--- src/rtl/riscv_pkg.sv ---
// Shared core definitions: NOP encoding, hazard-controller state type and
// the default instruction address width.
package riscv_pkg;

  localparam logic [31:0] INST_NOP   = 32'h0000_0013;
  localparam int          ADDR_W_DEF = 32;

  typedef enum logic {
    RUN  = 1'b0,
    HOLD = 1'b1
  } ctrl_state_t;

endpackage

--- src/rtl/pipe_perf_cnt.sv ---
// Free-running performance counter with an increment enable. It wraps modulo
// 2^W and clears on the synchronous active-low reset.
module pipe_perf_cnt #(
  parameter int W = 32
) (
  input  logic         clk,
  input  logic         rst_n,
  input  logic         inc_i,
  output logic [W-1:0] cnt_o
);

  // Count one event per enabled cycle.
  always_ff @(posedge clk) begin
    if (!rst_n) begin
      cnt_o <= '0;
    end else if (inc_i) begin
      cnt_o <= cnt_o + 1'b1;
    end
  end

endmodule

--- src/rtl/pipe_ctrl.sv ---
// Pipeline hazard controller for the 5-stage core. Each cycle it decides
// whether PC, IF/ID and ID/EX advance, hold or flush. The priority order is
// external hold, then redirect (live or deferred), then load-use bubble.
// Optional stall/redirect counters are built when PIPE_CTRL_PERF_EN is
// defined; otherwise the count outputs are tied to zero.
module pipe_ctrl
  import riscv_pkg::*;
#(
  parameter int ADDR_W = ADDR_W_DEF,
  parameter int PERF_W = 32
) (
  input  logic              clk,
  input  logic              rst_n,
  input  logic              jump_flag_i,
  input  logic [ADDR_W-1:0] jump_addr_i,
  input  logic              load_use_i,
  input  logic              hold_ex_i,
  input  logic              hold_bus_i,
  output logic              pc_hold_o,
  output logic              if_id_hold_o,
  output logic              id_ex_hold_o,
  output logic              if_id_flush_o,
  output logic              id_ex_flush_o,
  output logic              pc_jump_o,
  output logic [ADDR_W-1:0] pc_jump_addr_o,
  output logic [PERF_W-1:0] stall_cnt_o,
  output logic [PERF_W-1:0] flush_cnt_o
);

  ctrl_state_t       r_state;
  logic              r_pend_vld;
  logic [ADDR_W-1:0] r_pend_addr;

  logic w_hold_any;
  logic w_pend_live;
  logic w_redirect;
  logic w_bubble;

  assign w_hold_any  = hold_ex_i | hold_bus_i;
  // A deferred redirect only exists across a hold, so it can only fire on
  // the HOLD release cycle.
  assign w_pend_live = r_pend_vld & (r_state == HOLD);
  assign w_redirect  = ~w_hold_any & (jump_flag_i | w_pend_live);
  // The load-use source is being flushed when a redirect fires, so it loses.
  assign w_bubble    = ~w_hold_any & ~w_redirect & load_use_i;

  // Turn the winning request into stage controls; all quiet while in reset.
  always_comb begin
    // NOTE: every output is defaulted first so no branch can leave one unassigned and infer a latch.
    pc_hold_o      = 1'b0;
    if_id_hold_o   = 1'b0;
    id_ex_hold_o   = 1'b0;
    if_id_flush_o  = 1'b0;
    id_ex_flush_o  = 1'b0;
    pc_jump_o      = 1'b0;
    pc_jump_addr_o = '0;
    if (rst_n) begin
      pc_hold_o     = w_hold_any | w_bubble;
      if_id_hold_o  = w_hold_any | w_bubble;
      id_ex_hold_o  = w_hold_any;
      if_id_flush_o = w_redirect;
      id_ex_flush_o = w_redirect | w_bubble;
      pc_jump_o     = w_redirect;
      // Live jump beats the deferred one; no stale address when idle.
      if (w_redirect) begin
        pc_jump_addr_o = jump_flag_i ? jump_addr_i : r_pend_addr;
      end
    end
  end

  // Track RUN/HOLD and remember the last jump seen while frozen.
  always_ff @(posedge clk) begin
    // NOTE: state flops use non-blocking assignments so every flop samples pre-edge values.
    if (!rst_n) begin
      r_state     <= RUN;
      r_pend_vld  <= 1'b0;
      r_pend_addr <= '0;
    end else if (w_hold_any) begin
      r_state <= HOLD;
      if (jump_flag_i) begin
        r_pend_vld  <= 1'b1;
        r_pend_addr <= jump_addr_i;
      end
    end else begin
      r_state <= RUN;
      if (w_redirect) begin
        r_pend_vld  <= 1'b0;
        r_pend_addr <= '0;
      end
    end
  end

`ifdef PIPE_CTRL_PERF_EN
  pipe_perf_cnt #(.W(PERF_W)) u_stall_cnt (
    .clk   (clk),
    .rst_n (rst_n),
    .inc_i (pc_hold_o),
    .cnt_o (stall_cnt_o)
  );

  pipe_perf_cnt #(.W(PERF_W)) u_flush_cnt (
    .clk   (clk),
    .rst_n (rst_n),
    .inc_i (pc_jump_o),
    .cnt_o (flush_cnt_o)
  );
`else
  assign stall_cnt_o = '0;
  assign flush_cnt_o = '0;
`endif

endmodule

--- config.mk ---
export PLATFORM = sky130hd
export DESIGN_NAME = pipe_ctrl
export DESIGN_NICKNAME = d
export VERILOG_FILES = /design/src/rtl/riscv_pkg.sv /design/src/rtl/pipe_perf_cnt.sv /design/src/rtl/pipe_ctrl.sv
export SDC_FILE = /design/constraint.sdc
export NUM_CORES = 1
export LEC_CHECK = 0
export ABC_AREA = 1
export CORE_MARGIN = 8
export CORE_UTILIZATION = 25
export CTS_CLUSTER_SIZE = 30
export DETAILED_ROUTE_END_ITERATION = 8
export GPL_ROUTABILITY_DRIVEN = 0
export PLACE_DENSITY_LB_ADDON = 0.2
export SLEW_MARGIN = 20
export SYNTH_ARGS = -nofsm -noshare
export SYNTH_HDL_FRONTEND = slang
export SYNTH_SLANG_ARGS = --single-unit
--- constraint.sdc ---
create_clock -name clk -period 3.68 [get_ports clk]
set_clock_uncertainty 0.05 [all_clocks]
set_input_delay 1.104 -clock clk [delete_from_list [all_inputs] [get_ports clk]]
set_output_delay 1.104 -clock clk [all_outputs]
set_load 0.1 [all_outputs]
==> metrics.md <==
| Metric | Value |
|---|---|
| Status | `finished, final reports clean` |
| Core ar. | `about 9700 um^2` |
| Max cap viols | `0` |
| Clock group share of total power | `a little under a quarter` |
| Critical Path, Cell by Cell | `clkdlybuf4s50_1, inv_4, nand2_2, nand3_4, buf_12, nor2_2, buf_12` |
| Pin count of the biggest net entering global routing | `33` |
| Peak supply drop | `approximately 0.11 mV` |
| FILL cells | `roughly 1100` |
| Netlist cell types | `15` |
| Pins Over Slew Limit | `0` |
| Core Util, Final | `38.4%` |
| Syn avg cell area | `6.19 um^2` |
| R2r endpoint | `r_pend_addr[14]` |
| Worst EP arrival | `2490 ps` |
| Mapped Area | `about 2500 um^2` |
| # diodes | `0` |
| Pwr dens | `roughly 330 nW/um^2` |
| Antenna-violating nets left | `0` |
| Dpl ws | `-23.4 ps` |
| Power Internal | `about 0.65 mW` |
| Top cell by count, worst path | `buf_12` |
| RR Startpoint | `r_pend_vld` |
| Clk root buf | `clkbuf_8` |
| R2R depth | `6` |
| Number of setup buffers added after CTS | `0` |
| CP max stage delay | `530 ps` |
| Post-placement cell area | `~3500 um^2` |
| Pre-Repair DR Iteration Count | `4` |
| Setup crit end kind | `primary output` |
| Hold_buf cts | `0` |
| Layout cell share with drive strength beyond 1 | `20.5%` |
| CTS buffer count | `5` |
| # IOs | `140` |
| Share of the synthesized area in the top cell type | `between 20 and 30%` |
| Hold EP | `r_pend_addr[25]` |
| Worst skew pair latency | `270 ps` |
| CTS tree | `yes` |
| Mapped Cells | `around 400` |
| Layout Nets | `510` |
| Wirelength, routed | `6580 um` |
| Hold Fails Final Rpt | `0` |
| P&R area growth vs syn | `50.9%` |
| Clock Sinks | `34` |
| Crit path max fanout | `22` |
| Vias in the first global route | `2022` |
| HP Start | `r_pend_addr[25]` |
| Final setup viols | `0` |
| # resized after CTS | `14` |
| Design area | `about 3700 um^2` |
| Hold Crit Class | `register to register` |
| Die ar. | `13300 um^2` |
| Final worst-path cycle share | `between 90 and 100%` |
| Synth warn | `0` |
| Die Wd | `approximately 120 um` |
| Synth top area cells | `dfxtp_1, buf_4, nand2_1, inv_1, nand3_1` |
| RSZ-0062 raised after global routing | `true` |
| Post-detailed-route wirelength per cell | `around 11 um` |
| Site Rows | `36` |
| Tot GR Track Use | `a little under a tenth` |
| H-tree levels | `2` |
| Peak Freq | `between 200 and 300 MHz` |
| Remaining global-route overflow | `0` |
| Commonest non-fill, non-tap cell in the layout | `nand2_1` |
| Via/cell ratio | `3.71` |
| Via count | `around 2200` |
| Die H | `around 120 um` |
| Switching Share | `47.5%` |
| Starting Density | `between 20 and 30%` |
| Worst setup SP type | `input port` |
| CP max-delay cell | `clkdlybuf4s50_1` |
| Detail Placement HPWL | `around 5100 um` |
| Most frequent cells in the layout | `nand2_1, inv_1, conb_1` |
| Clk pin slew, worst setup/hold paths | `70 ps` |
| Buffers on Ports | `between 70 and 80` |
| Seq pwr share | `around a third` |
| Lkg Pwr | `between 1.5 and 2 nW` |
| Post-route insts no fill | `606` |
| Setup slack, reg-to-reg | `2470 ps` |
| Req. time, crit path | `approximately 2500 ps` |
| Tmin final | `around 3600 ps` |
| Synth area leader | `dfxtp_1` |
| Sequential-to-total area share from yosys stat | `between 20 and 30%` |
| Post-route DRC violation count | `0` |
| NetSw | `0.586 mW` |
| Post-route setup slack | `about 38 ps` |
| First-pass GRT wire length | `approximately 9800 um` |
| Hold Path Cell Cnt | `2` |
| Initial antenna violation count | `0` |
| Hold_ws | `~420 ps` |
| Crit Path Category | `input port to primary output` |
| Maximum clock path buffer count | `2` |
| Post-synthesis register bit count | `34` |
| DRC violation total after the first TritonRoute iteration | `47` |
| Placed Cells | `~600` |
| Power share of the combinational group | `around 45%` |
[worst max-delay path by stage]
stage,startpoint,end,slack [ps]
6_report,jump_flag_i,pc_jump_addr_o[20],40
5_1_grt,jump_flag_i,pc_jump_addr_o[19],-50
4_1_cts,jump_flag_i,pc_jump_addr_o[6],-10
3_5_place_dp,jump_flag_i,pc_jump_addr_o[14],-20
3_3_place_gp,jump_flag_i,pc_jump_addr_o[4],0.4
2_1_floorplan,hold_bus_i,pc_jump_addr_o[10],-440
[logic make-up (layout without fill, tap and decap cells)]
logic type / Yosys count / after routing / synth area share (%)
buffers and inverters: 156 / 168 / 36.5
and+or+nand+nor: 175 / 175 / 29.2
DFF: 34 / 34 / 27.6
other: 1 / 64 / 0.152
AOI/OAI and AO/OA: 32 / 32 / 6.50
[synth_stat cells]
master,number
nand2_1,102
inv_1,71
buf_4,66
nor2_1,36
dfxtp_1,34
nand3_1,33
o21ai_1,20
o21ai_0,12
buf_2,11
buf_6,7
nor2_2,2
conb_1,1
inv_2,1
nand2_2,1
nand3_4,1
[power by group through the flow]
stage / combinational [mW] / sequential [mW] / clock, mW
6_report: 0.553 / 0.398 / 0.281
5_1_grt: 0.580 / 0.400 / 0.316
4_1_cts: 0.544 / 0.397 / 0.301
3_5_place_dp: 0.540 / 0.406 / 0
3_3_place_gp: 0.539 / 0.405 / 0
2_1_floorplan: 0.491 / 0.404 / 0
[sequential cells by signal, indices dropped and copies added, names as in the netlist]
| name | flops |
|---|---|
| r_pend_addr | 32 |
| r_state | 1 |
| r_pend_vld | 1 |
[per-stage QoR]
step                      total power [mW]  TNS (ps)
final                                 1.23         0
after global routing                  1.30      -644
after CTS                             1.24     -74.0
after detailed placement             0.946      -116
after global placement               0.944         0
after floorplan                      0.894    -14070
[final cells by class]
cell class / count / area, um^2 / area share (%)
timing repair buffer: 88 / 1270 / 34.1
multi-input combinational: 271 / 1240 / 33.4
sequential: 34 / 681 / 18.3
inverter: 72 / 273 / 7.34
tap: 133 / 166 / 4.48
clock buffer: 7 / 86.3 / 2.32
clock inverter: 1 / 5.00 / 0.135
[per-layer routing]
layer | track usage [%] | vias to the layer above | part of all wire [%]
met2 | 14.8 | 78 | 47
met3 | 5.46 | 2 | 14
met5 | 0 | - | 0
met1 | 10.1 | 967 | 39
li1 | - | 1200 | -
met4 | 2.36 | 0 | 0.41
[worst max-delay path: cells and delay by family]
family | cells | cell delay (ps)
buf+inv | 4 | 980
simple gates | 3 | 380
(Power assumes the default switching activity.)
